===== src/rtl/arb_req_client.sv =====
// Requester-side agent for a two-way round-robin arbiter: queues producer jobs,
// holds a registered req per job, and issues one beat per granted cycle.
module arb_req_client #(
   parameter int unsigned LEN_W    = 4,
   parameter int unsigned DEPTH    = 4,
   parameter int unsigned MAX_WAIT = 15,
   parameter int unsigned WAIT_W   = 4
) (
   input  logic                   clk,
   input  logic                   rst,
   input  logic                   job_valid,
   output logic                   job_ready,
   input  logic [LEN_W-1:0]       job_len,
   output logic                   req,
   input  logic                   gnt,
   output logic                   beat,
   output logic [LEN_W-1:0]       beat_idx,
   output logic                   done,
   output logic                   starve,
   output logic [$clog2(DEPTH):0] q_count
);

   localparam int unsigned PTR_W = $clog2(DEPTH);
   localparam int unsigned CNT_W = PTR_W + 1;
   localparam logic [WAIT_W-1:0] WAIT_SAT = '1;

   typedef enum logic [1:0] {
      IDLE = 2'd0,
      REQ  = 2'd1,
      GAP  = 2'd2
   } state_t;

   state_t             state, state_nxt;
   logic [LEN_W-1:0]   mem [DEPTH];
   logic [PTR_W-1:0]   wr_ptr, rd_ptr;
   logic [CNT_W-1:0]   count, count_nxt;
   logic               push, pop;
   logic [LEN_W-1:0]   len_r, len_nxt;
   logic [LEN_W-1:0]   cnt, cnt_nxt;
   logic [WAIT_W-1:0]  wait_cnt, wait_nxt;
   logic               req_nxt, done_nxt, starve_nxt;

   assign job_ready = (count != CNT_W'(DEPTH));
   assign push      = job_valid & job_ready;
   assign q_count   = count;
   assign beat      = (state == REQ) & gnt;
   assign beat_idx  = cnt;

   // Job queue occupancy; a simultaneous push and pop cancel out.
   always_comb begin
      count_nxt = count;
      if (push && !pop) begin
         count_nxt = count + CNT_W'(1);
      end else if (!push && pop) begin
         count_nxt = count - CNT_W'(1);
      end
   end

   always_ff @(posedge clk or posedge rst) begin
      if (rst) begin
         wr_ptr <= '0;
         rd_ptr <= '0;
         count  <= '0;
         for (int unsigned i = 0; i < DEPTH; i++) begin
            mem[i] <= '0;
         end
      end else begin
         if (push) begin
            mem[wr_ptr] <= job_len;
            wr_ptr      <= wr_ptr + PTR_W'(1);
         end
         if (pop) begin
            rd_ptr <= rd_ptr + PTR_W'(1);
         end
         count <= count_nxt;
      end
   end

   // Next-state, beat counter and wait counter.
   always_comb begin
      state_nxt = state;
      pop       = 1'b0;
      len_nxt   = len_r;
      cnt_nxt   = cnt;
      wait_nxt  = '0;
      case (state)
         IDLE: begin
            if (count != '0) begin
               pop       = 1'b1;
               len_nxt   = mem[rd_ptr];
               cnt_nxt   = '0;
               state_nxt = REQ;
            end
         end
         REQ: begin
            if (gnt) begin
               if (cnt == len_r) begin
                  state_nxt = GAP;
               end else begin
                  cnt_nxt = cnt + LEN_W'(1);
               end
            end else begin
               wait_nxt = (wait_cnt == WAIT_SAT) ? wait_cnt : wait_cnt + WAIT_W'(1);
            end
         end
         GAP: begin
            state_nxt = IDLE;
         end
         default: begin
            state_nxt = IDLE;
         end
      endcase
      req_nxt    = (state_nxt == REQ);
      done_nxt   = (state_nxt == GAP);
      starve_nxt = starve | (wait_cnt >= WAIT_W'(MAX_WAIT));
   end

   always_ff @(posedge clk or posedge rst) begin
      if (rst) begin
         state    <= IDLE;
         len_r    <= '0;
         cnt      <= '0;
         wait_cnt <= '0;
         req      <= 1'b0;
         done     <= 1'b0;
         starve   <= 1'b0;
      end else begin
         state    <= state_nxt;
         len_r    <= len_nxt;
         cnt      <= cnt_nxt;
         wait_cnt <= wait_nxt;
         req      <= req_nxt;
         done     <= done_nxt;
         starve   <= starve_nxt;
      end
   end

   a_count_bound : assert property (@(posedge clk) disable iff (rst) count <= CNT_W'(DEPTH));
   a_req_state   : assert property (@(posedge clk) disable iff (rst) req == (state == REQ));
   a_beat_gated  : assert property (@(posedge clk) disable iff (rst) beat |-> req);

endmodule


===== config.mk =====
export PLATFORM = sky130hd
export DESIGN_NAME = arb_req_client
export DESIGN_NICKNAME = d
export VERILOG_FILES = /design/src/rtl/arb_req_client.sv
export SDC_FILE = /design/constraint.sdc
export NUM_CORES = 1
export LEC_CHECK = 0
export ABC_CLOCK_PERIOD_IN_PS = 2100
export CORE_UTILIZATION = 50
export CTS_CLUSTER_DIAMETER = 30
export DETAILED_ROUTE_END_ITERATION = 16
export PLACE_DENSITY = 0.75
export SLEW_MARGIN = 20
export SYNTH_ARGS = -nofsm -noshare
export SYNTH_HDL_FRONTEND = slang
export SYNTH_SLANG_ARGS = --single-unit

===== constraint.sdc =====
create_clock -name clk -period 2.1 [get_ports clk]
set_input_delay 0.21 -clock clk [delete_from_list [all_inputs] [get_ports clk]]
set_output_delay 0.21 -clock clk [all_outputs]
set_load 0.05 [all_outputs]

== Yosys cells after proc, flatten, opt, wreduce, memory -nomap -nowiden ==
Index checks and enable logic that the tools add are counted.

* Multiplexer cells: 21
* Equal/unequal tests: 10
* $lt $le $gt $ge: 4
* Bitwise gates (word level): 5
* Add/subtract/negate cells: 6
* Reduce and logical (&&, ||, !) cells: 11

{| class="wikitable"
|+ Operators with widths
! cell !! number
|-
| $mux 4 || 9
|-
| $bwmux 16 || 1
|-
| $add 4x1->4 const B || 2
|-
| $bmux 4 s2 || 1
|-
| $demux 4 s2 || 1
|-
| $pmux 4 s2 || 1
|-
| $ge 3x3->1 const B || 2
|-
| $mux 2 || 3
|-
| $mux 3 || 2
|-
| $ne 2x2->1 const B || 3
|-
| $ne 3x3->1 const B || 2
|-
| $not 2->3 || 2
|-
| $add 2x1->2 const B || 2
|-
| $eq 2x1->1 const B || 2
|-
| $eq 4x4->1 || 1
|-
| $eq 4x4->1 const B || 1
|-
| $ge 4x4->1 const B || 1
|-
| $pmux 2 s2 || 1
|-
| $reduce_and 4->1 || 1
|-
| $reduce_bool 2->1 || 2
|-
| $add 3x1->3 const B || 1
|-
| $logic_and 1x1->1 || 3
|-
| $lt 3x1->1 const B || 1
|-
| $reduce_bool 3->1 || 1
|-
| other kinds (8) || 11
|}

* Input bits: 8
* Register bits after elaboration: 40
* Logic and storage cells: 71
* Output and inout bits: 12

== Depth between registers and ports, before layout ==
Gate-level depths: netlist of the first run.

* Depth in word-level cells: 6
* Mapped depth: 9
* Mapped depth without buffers: 9

== Worst setup path after synthesis of the first run ==
No wires, ideal clock.

* Path kind: reg-to-reg
* Start point: register count[2] (netlist: q_count[2])
* End point: register count[1] (netlist: q_count[1])
* Cell stages (with the launch flop): 8
* Setup time: 125 ps
* Clock period less this slack: 2415 ps
* Path buffers: 0
* Required time: 1975 ps
* Arrival time: 2290 ps
* Path slack: -315 ps
* Cells stage by stage: dfrtp_1 nor3_1 nor3_2 inv_1 ha_1 inv_1 fa_1 mux2_2

* Longest elaborated chain between the ends: 6
* Elaborated cells on any way between the ends: 11
* Classes of those cells: eq/ne: 1; mux: 3; bitwise: 1; reduce/logical: 6

{| class="wikitable"
|+ RTL lines
! what !! line !! RTL
|-
| start: declaration || 36 || <nowiki>logic [CNT_W-1:0] count, count_nxt;</nowiki>
|-
| start signal: assignment || 75 || <nowiki>count <= count_nxt;</nowiki>
|-
| $reduce_bool 3->1 || 88 || <nowiki>if (count != '0) begin</nowiki>
|-
| $mux 1 || 88 ||
|-
| $mux 1 || 86 || <nowiki>case (state)</nowiki>
|-
| $logic_not 1->1 || 52 || <nowiki>if (push && !pop) begin</nowiki>
|-
| $logic_and 1x1->1 (*) || 52 ||
|-
| $mux 3 (*) || 52 ||
|-
| named net count_nxt[1] || 36 ||
|}

Mark *: on every way through the listed nets, which the timed path passes. The rest lies on a longest branch.
A chain may end at the register's enable or synchronous reset.

== Final worst setup path of the first run ==
* Start point: register count[1] (netlist: q_count[1])
* End point: register count[2] (netlist: q_count[2])

* Longest elaborated chain between the ends: 6
* Elaborated cells on any way between the ends: 14
* Classes of those cells: add/sub: 2; eq/ne: 1; mux: 4; bitwise: 1; reduce/logical: 6

{| class="wikitable"
|+ RTL lines
! what
|-
| parallel branches: the longest is 6 deep, another holds $sub 3x1->3
|}

Parallel ways; which one is timed is not known. The select of a mux whose other input is x is not followed.

==> results of run 1 <==
## how the worst max path moves through the flow
stage               depth (start not counted)  slack, ns                     end                    from
finish                                      9       0.04  q_count[2]$_DFFE_PP0P_  q_count[1]$_DFFE_PP0P_
global route                                9      -0.05  q_count[2]$_DFFE_PP0P_  q_count[1]$_DFFE_PP0P_
CTS                                         9       0.05  q_count[2]$_DFFE_PP0P_  q_count[0]$_DFFE_PP0P_
detailed placement                          8     -0.009  q_count[2]$_DFFE_PP0P_               job_valid
global placement                            9       0.17  q_count[2]$_DFFE_PP0P_  q_count[0]$_DFFE_PP0P_
floorplan                                   7      0.006  q_count[1]$_DFFE_PP0P_  q_count[1]$_DFFE_PP0P_
## sequential cells by signal (all words and copies together) (netlist names)
name and flops:
starve 1, req 1, wr_ptr 2, rd_ptr 2, q_count 3, done 1, state 2, wait_cnt 4
len_r 4, beat_idx 4, mem 16
## Yosys cell counts
cell type   n  area share, %
nor4_4      1            1.1
a2111oi_2   1           0.80
fa_1        1            1.1
a21o_1      2           0.80
a31oi_1     1           0.34
a21boi_2    1           0.60
nand2b_1    3            1.0
nand3_1     2           0.54
a21oi_1     1           0.27
mux2i_1     2            1.1
o211ai_1    1           0.40
nor4_1      1           0.34
ha_1        7            4.7
nor2_1      6            1.2
o22ai_1     1           0.34
inv_1       7            1.4
or3_1       1           0.34
nand4_1     1           0.34
o31ai_1     1           0.40
nor2b_1     2           0.67
mux4_2      4            4.8
and2_1      2           0.67
nor3_1      3           0.80
nor3b_1     1           0.40
nand2_1    10            2.0
clkbuf_1    1           0.20
mux2_2     21             13
o21ai_0     2           0.54
nor3_2      1           0.54
dfrtp_1    40             54
xnor2_1     5            2.3
and3b_1     1           0.47
xor2_1      6            2.8
buf_2       1           0.27
## through the flow
step | util [%] | setup TNS (ns) | cells
6_report | 66.8 | 0 | 221
5_1_grt | 66.8 | -0.0495 | 221
4_1_cts | 65.9 | 0 | 217
3_5_place_dp | 63.3 | -0.00911 | 209
3_3_place_gp | 63.3 | 0 | 209
2_1_floorplan | - | 0 | 141
## worst reg2reg max path: stages (launching register included)
cell and delay, ns:
dfrtp_2 0.45, nor3_4 0.22, nor3_4 0.07, inv_2 0.09
ha_2 0.19, inv_1 0.05, fa_1 0.37, xor2_1 0.17
nor2_1 0.17, xor2_1 0.20
## layer usage
layer  wire length (um)  vias to the layer above  track usage [%]
li1                   -                      558                -
met1               1410                      574             24.4
met2               1760                       17             33.5
met3                104                        5             5.98
met4                 59                        0             7.85
met5                  0                        -                0
## cells by family after synthesis
family	Yosys count	synth area share (%)
adder cells (fa/ha/maj)	8	5.77
multiplexers	27	18.6
buffers and inverters	9	1.88
AND/OR/NAND/NOR	35	10.5
flip-flops	40	53.7
XOR/XNOR	11	5.16
AO/OA/AOI/OAI	11	4.49
## repair_timing
item / 4_1_cts / 5_1_grt
buffers inserted: 0 / 4
setup endpoints to repair: 0 / 2
resized for setup: 0 / 1
## area by class of cell
| class | instances | area share, % |
|---|---|---|
| Multi-Input combinational cell | 92 | 36.9 |
| Inverter | 7 | 1.14 |
| Timing Repair Buffer | 28 | 11.7 |
| Tap cell | 46 | 2.50 |
| Sequential cell | 40 | 43.8 |
| Clock buffer | 8 | 3.92 |
## power breakdown
part           internal [mW]  switching (mW)
logic                  0.869           0.849
clock network          0.268           0.252
registers               1.12           0.309
total                   2.26            1.41
==> run summary, run 1 <==
Reg area: 1010 um^2
CTS tree: yes
CTS buffer count: 5
Crit path DAT: 2.27 ns
R2R cell count: 9
Critical-path top delay cell: dfrtp_2
IO Count: 20
GR Overflow Total: 0
Commonest non-fill, non-tap cell in the layout: dfrtp_1
Worst path cell trace: nor3_4 -> nor3_4 -> inv_2 -> ha_2 -> inv_1 -> fa_1 -> xor2_1 -> nor2_1 -> xor2_1
Pins Over Slew Limit: 0
CTS clock-pin slew for the worst setup and hold paths: 0.07 ns
Synth Cell Area: 1870 um^2
CP bufs+invs: 2
Worst Slack Setup Final: 0.0353 ns
Mapped Nets: 157
First-pass GRT wire length: 5930 um
Final period utilization: 98.3%
PwrDens: 1590 nW/um^2
Clk_lat worst skew: 0.29 ns
H-tree depth: 2
CP endpoint kind: register
GRT Total Usage: 20.1%
ANT cells: 0
Clock Path Buffers: 2
CP Max Fanout: 6
Minimum clock period: 2.06 ns
Drt wl/cell: 15.1 um
Port Buffer Count: 19
Reg2Reg Setup Slack: 0.04 ns
Routed WL: 3340 um
Die W: 63.1 um
Slowest stage delay, CP: 0.45 ns
Final net count: 190
Hold slack: 0.220 ns
Final setup viols: 0
Top delay family on crit path: adder cells
Power Total: 3.67 mW
Clock Sinks: 40
Crit Path Class: reg2reg
Worst Setup Start Kind: register
Via Count: 1,154
Area Overhead vs Synth: 23.3%
Final Wtd Congestion: 0.778
CTS root buffer: clkbuf_8
Worst Clk Skew: 0.00405 ns
Via density: 5.22
Row cnt: 21
Max_cap viols: 0
Status: completed
Commonest non-fill, non-tap cells in the layout: dfrtp_1, mux2_2, clkdlybuf4s50_1, nand2_1, buf_4
Register area share after synthesis: 53.7%
Yosys warnings: 0
Avg Synthesized Cell Area: 13.2 um^2
Hold WC Path Type: in2async
Rel. slew slack: 66.6%
Core area: 3440 um^2
Cell area after layout: 2300 um^2
Initial antenna violation count: 0
Die area: 3980 um^2
Worst Path Required: 2.30 ns
1st-pass router iterations: 3
Initial cell density of the core: 54.2%
Largest net degree at the start of global routing: 20
Worst-Margin Slew: 0.499 ns
Remaining DRCs: 0
Leakage power: 1.01 nW
Vias in the first global route: 1,247
Origin of the critical flop-to-flop path: q_count[1]$_DFFE_PP0P_
Cts hold-fix bufs: 0
Dpl hpwl: 2520 um
DR iter-0 viols: 66
Placed inst area: 2180 um^2
Max IR drop VDD: 751 uV
Filler cells: 263
Die height: 63.1 um
Fmax: 484 MHz
Hold Fails Final Rpt: 0
Share of cells above drive strength 1: 29.1%
Synth unique cells: 34
Area of the multi-input gates: 850 um^2
Reg2reg end: q_count[2]$_DFFE_PP0P_
Cells after Synth: 141
Post-place setup slack: -0.00911 ns
#FFs+latches synth: 40
Post-route ant nets: 0
Note: power is estimated with default switching activity, not from simulation.
==> inputs of run 2 (changes only) <==
--- a/config.mk
+++ b/config.mk
@@ -5,11 +5,13 @@
 export SDC_FILE = /design/constraint.sdc
 export NUM_CORES = 1
 export LEC_CHECK = 0
-export ABC_CLOCK_PERIOD_IN_PS = 2100
-export CORE_UTILIZATION = 50
+export ABC_CLOCK_PERIOD_IN_PS = 1950
+export CORE_MARGIN = 1.5
+export CORE_UTILIZATION = 55
 export CTS_CLUSTER_DIAMETER = 30
 export DETAILED_ROUTE_END_ITERATION = 16
-export PLACE_DENSITY = 0.75
+export MAX_ROUTING_LAYER = met4
+export PLACE_DENSITY = 0.78
 export SLEW_MARGIN = 20
 export SYNTH_ARGS = -nofsm -noshare
 export SYNTH_HDL_FRONTEND = slang
==> constraint.sdc (replaced) <==
create_clock -name clk -period 1.95 [get_ports clk]
set_input_delay 0.195 -clock clk [delete_from_list [all_inputs] [get_ports clk]]
set_output_delay 0.195 -clock clk [all_outputs]
set_load 0.05 [all_outputs]
==> run summary, run 2 (same netlist as run 1, synthesis figures left out) <==
Post-route ant nets: 0
1st-pass router iterations: 4
PwrDens: 1670 nW/um^2
Final period utilization: 97.7%
Commonest non-fill, non-tap cells in the layout: dfrtp_1, mux2_2, clkdlybuf4s50_1, buf_4, nand2_1
Top reg by flops: mem
Met2 Track Usage GR: 37.1%
CTS tree: yes
Via Count: 1,170
Worst Setup Start Kind: register
Worst Clk Skew: 0.0123 ns
Row cnt: 20
CP endpoint kind: register
Origin of the critical flop-to-flop path: q_count[1]$_DFFE_PP0P_
Routed WL: 3360 um
Crit path DAT: 2.14 ns
Worst Setup EP: q_count[1]$_DFFE_PP0P_
Unrepaired setup endpoints after global routing: true
Final Wtd Congestion: 0.753
Number of flip-flops in the largest register: 16
Initial cell density of the core: 59.6%
CTS clock-pin slew for the worst setup and hold paths: 0.11 ns
H-tree depth: 2
Crit Path Class: reg2reg
Max_cap viols: 0
IO Count: 20
Placed Cells incl. Taps: 211
Dpl hpwl: 2580 um
Clock Sinks: 40
Fin cells: 220
Placed inst area: 2220 um^2
Worst-Margin Slew: 0.514 ns
R2R cell count: 7
GRT Total Usage: 22.3%
Port Buffer Count: 19
Die area: 3750 um^2
DR iter-0 viols: 36
GR Overflow Total: 0
Drt wl/cell: 15.3 um
Crit path from: q_count[1]$_DFFE_PP0P_
Initial antenna violation count: 0
Met1 Resource Use GR: 24.3%
Share of cells above drive strength 1: 32.4%
Worst Path Required: 2.19 ns
Status: completed
Clock Path Buffers: 2
Via density: 5.32
Pins Over Slew Limit: 0
ANT cells: 0
Die W: 61.2 um
Rel. slew slack: 65.7%
Minimum clock period: 1.91 ns
CP Max Fanout: 5
Cell area after layout: 2290 um^2
Reg2Reg Setup Slack: 0.04 ns
Reg2reg end: q_count[1]$_DFFE_PP0P_
Final net count: 192
Core area: 3130 um^2
Hold WC Path Type: in2async
Most Crowded Layer GR: met2
Largest net degree at the start of global routing: 16
CTS root buffer: clkbuf_4
Final setup viols: 0
Leakage power: 1.00 nW
Die height: 61.2 um
Fmax: 525 MHz
Remaining DRCs: 0
Max IR drop VDD: 848 uV
Hold Fails Final Rpt: 0
CTS buffer count: 5
Grt met3 use: 6.72%
Area Overhead vs Synth: 22.7%
Vias in the first global route: 1,205
Clk_lat worst skew: 0.35 ns
Commonest non-fill, non-tap cell in the layout: dfrtp_1
First-pass GRT wire length: 5650 um
-- run 2: cell type report --
type,count,area [um^2]
flip-flops and latches,40,1010
multi-input cells,92,868
fillers,217,840
repair buffers,30,279
well taps,44,55.1
clock buffers,5,37.5
inverters,7,26.3
clock inverters,2,12.5
-- run 2: worst max-delay path: stages (launching register included) --
cell	delay (ns)
dfrtp_4	0.50
buf_4	0.17
nor2_2	0.12
a21boi_2	0.10
ha_4	0.17
inv_2	0.05
fa_2	0.42
mux2_4	0.27
-- run 2: worst min path at each step --
stage	end	slack (ns)	depth (start not counted)
final	wait_cnt[2]$_DFFE_PP0P_	0.17	3
after global routing	len_r[0]$_DFFE_PP0P_	0.17	3
after CTS	starve$_DFF_PP0_	0.15	3
after detailed placement	starve$_DFF_PP0_	0.46	1
after global placement	starve$_DFF_PP0_	0.45	1
after floorplan	mem[0]$_DFFE_PP0P_	0.35	1
-- run 2: metrics by stage --
| stage | TNS, ns | power, mW | setup slack, ns | hold slack [ns] | util, % |
|---|---|---|---|---|---|
| floorplan | -0.235 | 2.89 | -0.121 | 0.345 | - |
| global placement | 0 | 3.34 | 0.00490 | 0.450 | 71.1 |
| detailed placement | -0.0917 | 3.47 | -0.0917 | 0.464 | 71.1 |
| CTS | 0 | 3.88 | 0.0359 | 0.152 | 73.2 |
| global route | -0.0500 | 4.10 | -0.0500 | 0.169 | 73.2 |
| finish | 0 | 3.82 | 0.0444 | 0.166 | 73.2 |
-- run 2: layer usage --
metal  part of all wire, %  vias to the layer above
met2                    52                       25
met3                   3.3                        7
li1                      -                      560
met5                     0                        -
met1                    43                      578
met4                   1.9                        0
-- run 2: report_power, final --
| group | internal, mW | total (mW) | leakage (nW) | switching [mW] |
|---|---|---|---|---|
| logic | 0.960 | 1.90 | 0.490 | 0.943 |
| registers | 1.21 | 1.53 | 0.486 | 0.319 |
| clock network | 0.131 | 0.392 | 0.0271 | 0.260 |
| total | 2.30 | 3.82 | 1.00 | 1.52 |
-- run 2: what timing repair did --
action	CTS	global route
gates resized for setup	4	0
setup buffers	2	0
pin swaps	6	2
hold buffers	0	0
setup endpoints to repair	4	2
==> inputs of run 3 (changes only) <==
--- a/config.mk
+++ b/config.mk
@@ -5,6 +5,7 @@
 export SDC_FILE = /design/constraint.sdc
 export NUM_CORES = 1
 export LEC_CHECK = 0
+export ABC_AREA = 1
 export ABC_CLOCK_PERIOD_IN_PS = 1950
 export CORE_MARGIN = 1.5
 export CORE_UTILIZATION = 55
==> run summary, run 3 <==
Status: completed
H-tree depth: 2
Top reg by flops: mem
Count leader, synth: nand2_1
Register area share after synthesis: 52.3%
Final net count: 264
Slowest stage delay, CP: 0.84 ns
R2R cell count: 10
Die area: 3840 um^2
Worst Path Required: 1.75 ns
CP bufs+invs: 1
Synth unique cells: 24
Minimum clock period: 1.85 ns
EDFF count, synth: 0
Post-CTS Setup Inserts: 0
Core area: 3340 um^2
Mapped Nets: 236
Placed inst area: 2190 um^2
Avg Synthesized Cell Area: 8.70 um^2
Share of cells above drive strength 1: 12.9%
Post-route ant nets: 0
Vias in the first global route: 1,360
Worst-Margin Slew: 0.504 ns
Reg2Reg Setup Slack: 0.20 ns
Yosys warnings: 0
Worst path cell trace: clkdlybuf4s50_1
IO Count: 20
Worst Setup Start Kind: register
Pins Over Slew Limit: 0
DR iter-0 viols: 117
Initial antenna violation count: 0
Crit path DAT: 1.66 ns
Die W: 62.0 um
Filler cells: 288
Clk_lat worst skew: 0.35 ns
Drt wl/cell: 11.6 um
Synth Cell Area: 1910 um^2
Post-place setup slack: 0.125 ns
CTS clock-pin slew for the worst setup and hold paths: 0.12 ns
Remaining DRCs: 0
Crit Path Class: reg2out
Commonest non-fill, non-tap cell in the layout: nand2_1
Synth area leaders: dfrtp_1, nand2_1, o21ai_0
Worst Clk Skew: 0.0119 ns
Unrepaired setup endpoints after global routing: false
Critical-path top delay cell: clkdlybuf4s50_1
First-pass GRT wire length: 6010 um
Met2 Track Usage GR: 33.8%
#FFs+latches synth: 40
GRT Total Usage: 22.6%
Reg2reg end: q_count[2]$_DFFE_PP0P_
Worst Slack Setup Final: 0.0956 ns
Final period utilization: 95.1%
Clock Path Buffers: 2
Routed WL: 3420 um
Fmax: 539 MHz
Via density: 4.96
Initial cell density of the core: 57.3%
Final setup viols: 0
GR Overflow Total: 0
Top delay family on crit path: buffers and inverters
PwrDens: 1670 nW/um^2
Synth top cells by count: nand2_1, dfrtp_1, inv_1
Leakage power: 1.17 nW
Cells after Synth: 220
1st-pass router iterations: 5
Row cnt: 21
Port Buffer Count: 19
Max IR drop VDD: 839 uV
Number of flip-flops in the largest register: 16
Origin of the critical flop-to-flop path: q_count[0]$_DFFE_PP0P_
Largest net degree at the start of global routing: 41
Final Wtd Congestion: 0.763
Most Crowded Layer GR: met2
Yosys top cell area share: 52.3%
CTS buffer count: 5
Max_cap viols: 0
Cts hold-fix bufs: 0
Grt met3 use: 6.21%
Clock Sinks: 40
Synth area leader: dfrtp_1
ANT cells: 0
Via Count: 1,464
Rel. slew slack: 66.3%
Die height: 62.0 um
Hold WC Path Type: in2async
CTS root buffer: clkbuf_4
CP Max Fanout: 7
CP endpoint kind: primary output
Dpl hpwl: 2410 um
CTS tree: yes
Area Overhead vs Synth: 18.6%
Met1 Resource Use GR: 29.9%
Cell area after layout: 2270 um^2
Primary FF master, synth: dfrtp_1
Hold Fails Final Rpt: 0
Commonest non-fill, non-tap cells in the layout: nand2_1, dfrtp_1, inv_1, o21ai_0, nor2_1
Async S/R FF share, synth: 100%
## run 3: cell count changes in the layout (fill, tap and decap cells not counted), moves of 3 or more
cell      change
mux2_2       -20
mux4_2        -4
o21ai_1       +4
nand2b_1      -3
o21ai_0      +23
nand3_1       +3
xnor2_1       -4
o22ai_1       +3
nor2_1       +13
inv_1        +22
nand2_2       +7
buf_4         -7
nand4_1       +4
nand2_1      +44
## run 3: repair_timing
| item | 4_1_cts | 5_1_grt |
|---|---|---|
| setup endpoints to repair | 1 | 2 |
| pin swaps | 0 | 0 |
| gates resized for setup | 1 | 2 |
## run 3: cells by family (layout without fill, tap and decap cells)
family | Yosys count | in the layout | share of synthesized area [%]
buffers and inverters | 31 | 60 | 6.41
DFF | 40 | 40 | 52.3
and+or+nand+nor | 98 | 98 | 22.9
adders and majority gates | 8 | 8 | 5.62
AOI/OAI and AO/OA | 38 | 38 | 10.5
xor gates and xnor gates | 5 | 5 | 2.29
## run 3: power breakdown
part | switching (mW) | leakage [nW] | internal [mW]
Clock | 0.272 | 0.0422 | 0.269
Combinational | 1.15 | 0.631 | 0.647
Sequential | 0.281 | 0.499 | 1.18
## run 3: worst max path at each step
stage / startpoint / slack (ns) / cells after the start / end
3_3_place_gp: job_valid / 0.15 / 10 / q_count[2]$_DFFE_PP0P_
3_5_place_dp: job_valid / 0.13 / 10 / q_count[2]$_DFFE_PP0P_
5_1_grt: beat_idx[1]$_DFFE_PP0P_ / 0.007 / 1 / beat_idx[1]
4_1_cts: beat_idx[0]$_DFFE_PP0P_ / 0.06 / 1 / beat_idx[0]
2_1_floorplan: q_count[0]$_DFFE_PP0P_ / -0.02 / 11 / q_count[2]$_DFFE_PP0P_
6_report: beat_idx[1]$_DFFE_PP0P_ / 0.1 / 1 / beat_idx[1]
## run 3: final cells by class
type	count	area, um^2	share of cell area (%)
clock buffers	6	41.3	1.82
clock inverters	2	35.0	1.54
well taps	46	57.6	2.54
flip-flops and latches	40	1000	44.3
inverters	30	115	5.07
repair buffers	22	214	9.43
multi-input cells	149	802	35.3
## run 3: metrics by stage
step | hold slack, ns | util, % | TNS, ns | power, mW | instances
floorplan | 0.343 | - | -0.0261 | 2.80 | 220
global placement | 0.452 | 65.6 | 0 | 3.22 | 287
detailed placement | 0.459 | 65.6 | 0 | 3.28 | 287
CTS | 0.263 | 67.9 | 0 | 3.82 | 295
global route | 0.286 | 68.0 | 0 | 4.14 | 295
finish | 0.253 | 68.0 | 0 | 3.80 | 295
## run 3: per-layer routing
layer,routed length [um],share of wire [%],vias up
met4,49,1.4,0
met2,1570,46,31
met5,0,0,-
li1,-,-,761
met1,1670,49,667
met3,135,3.9,5
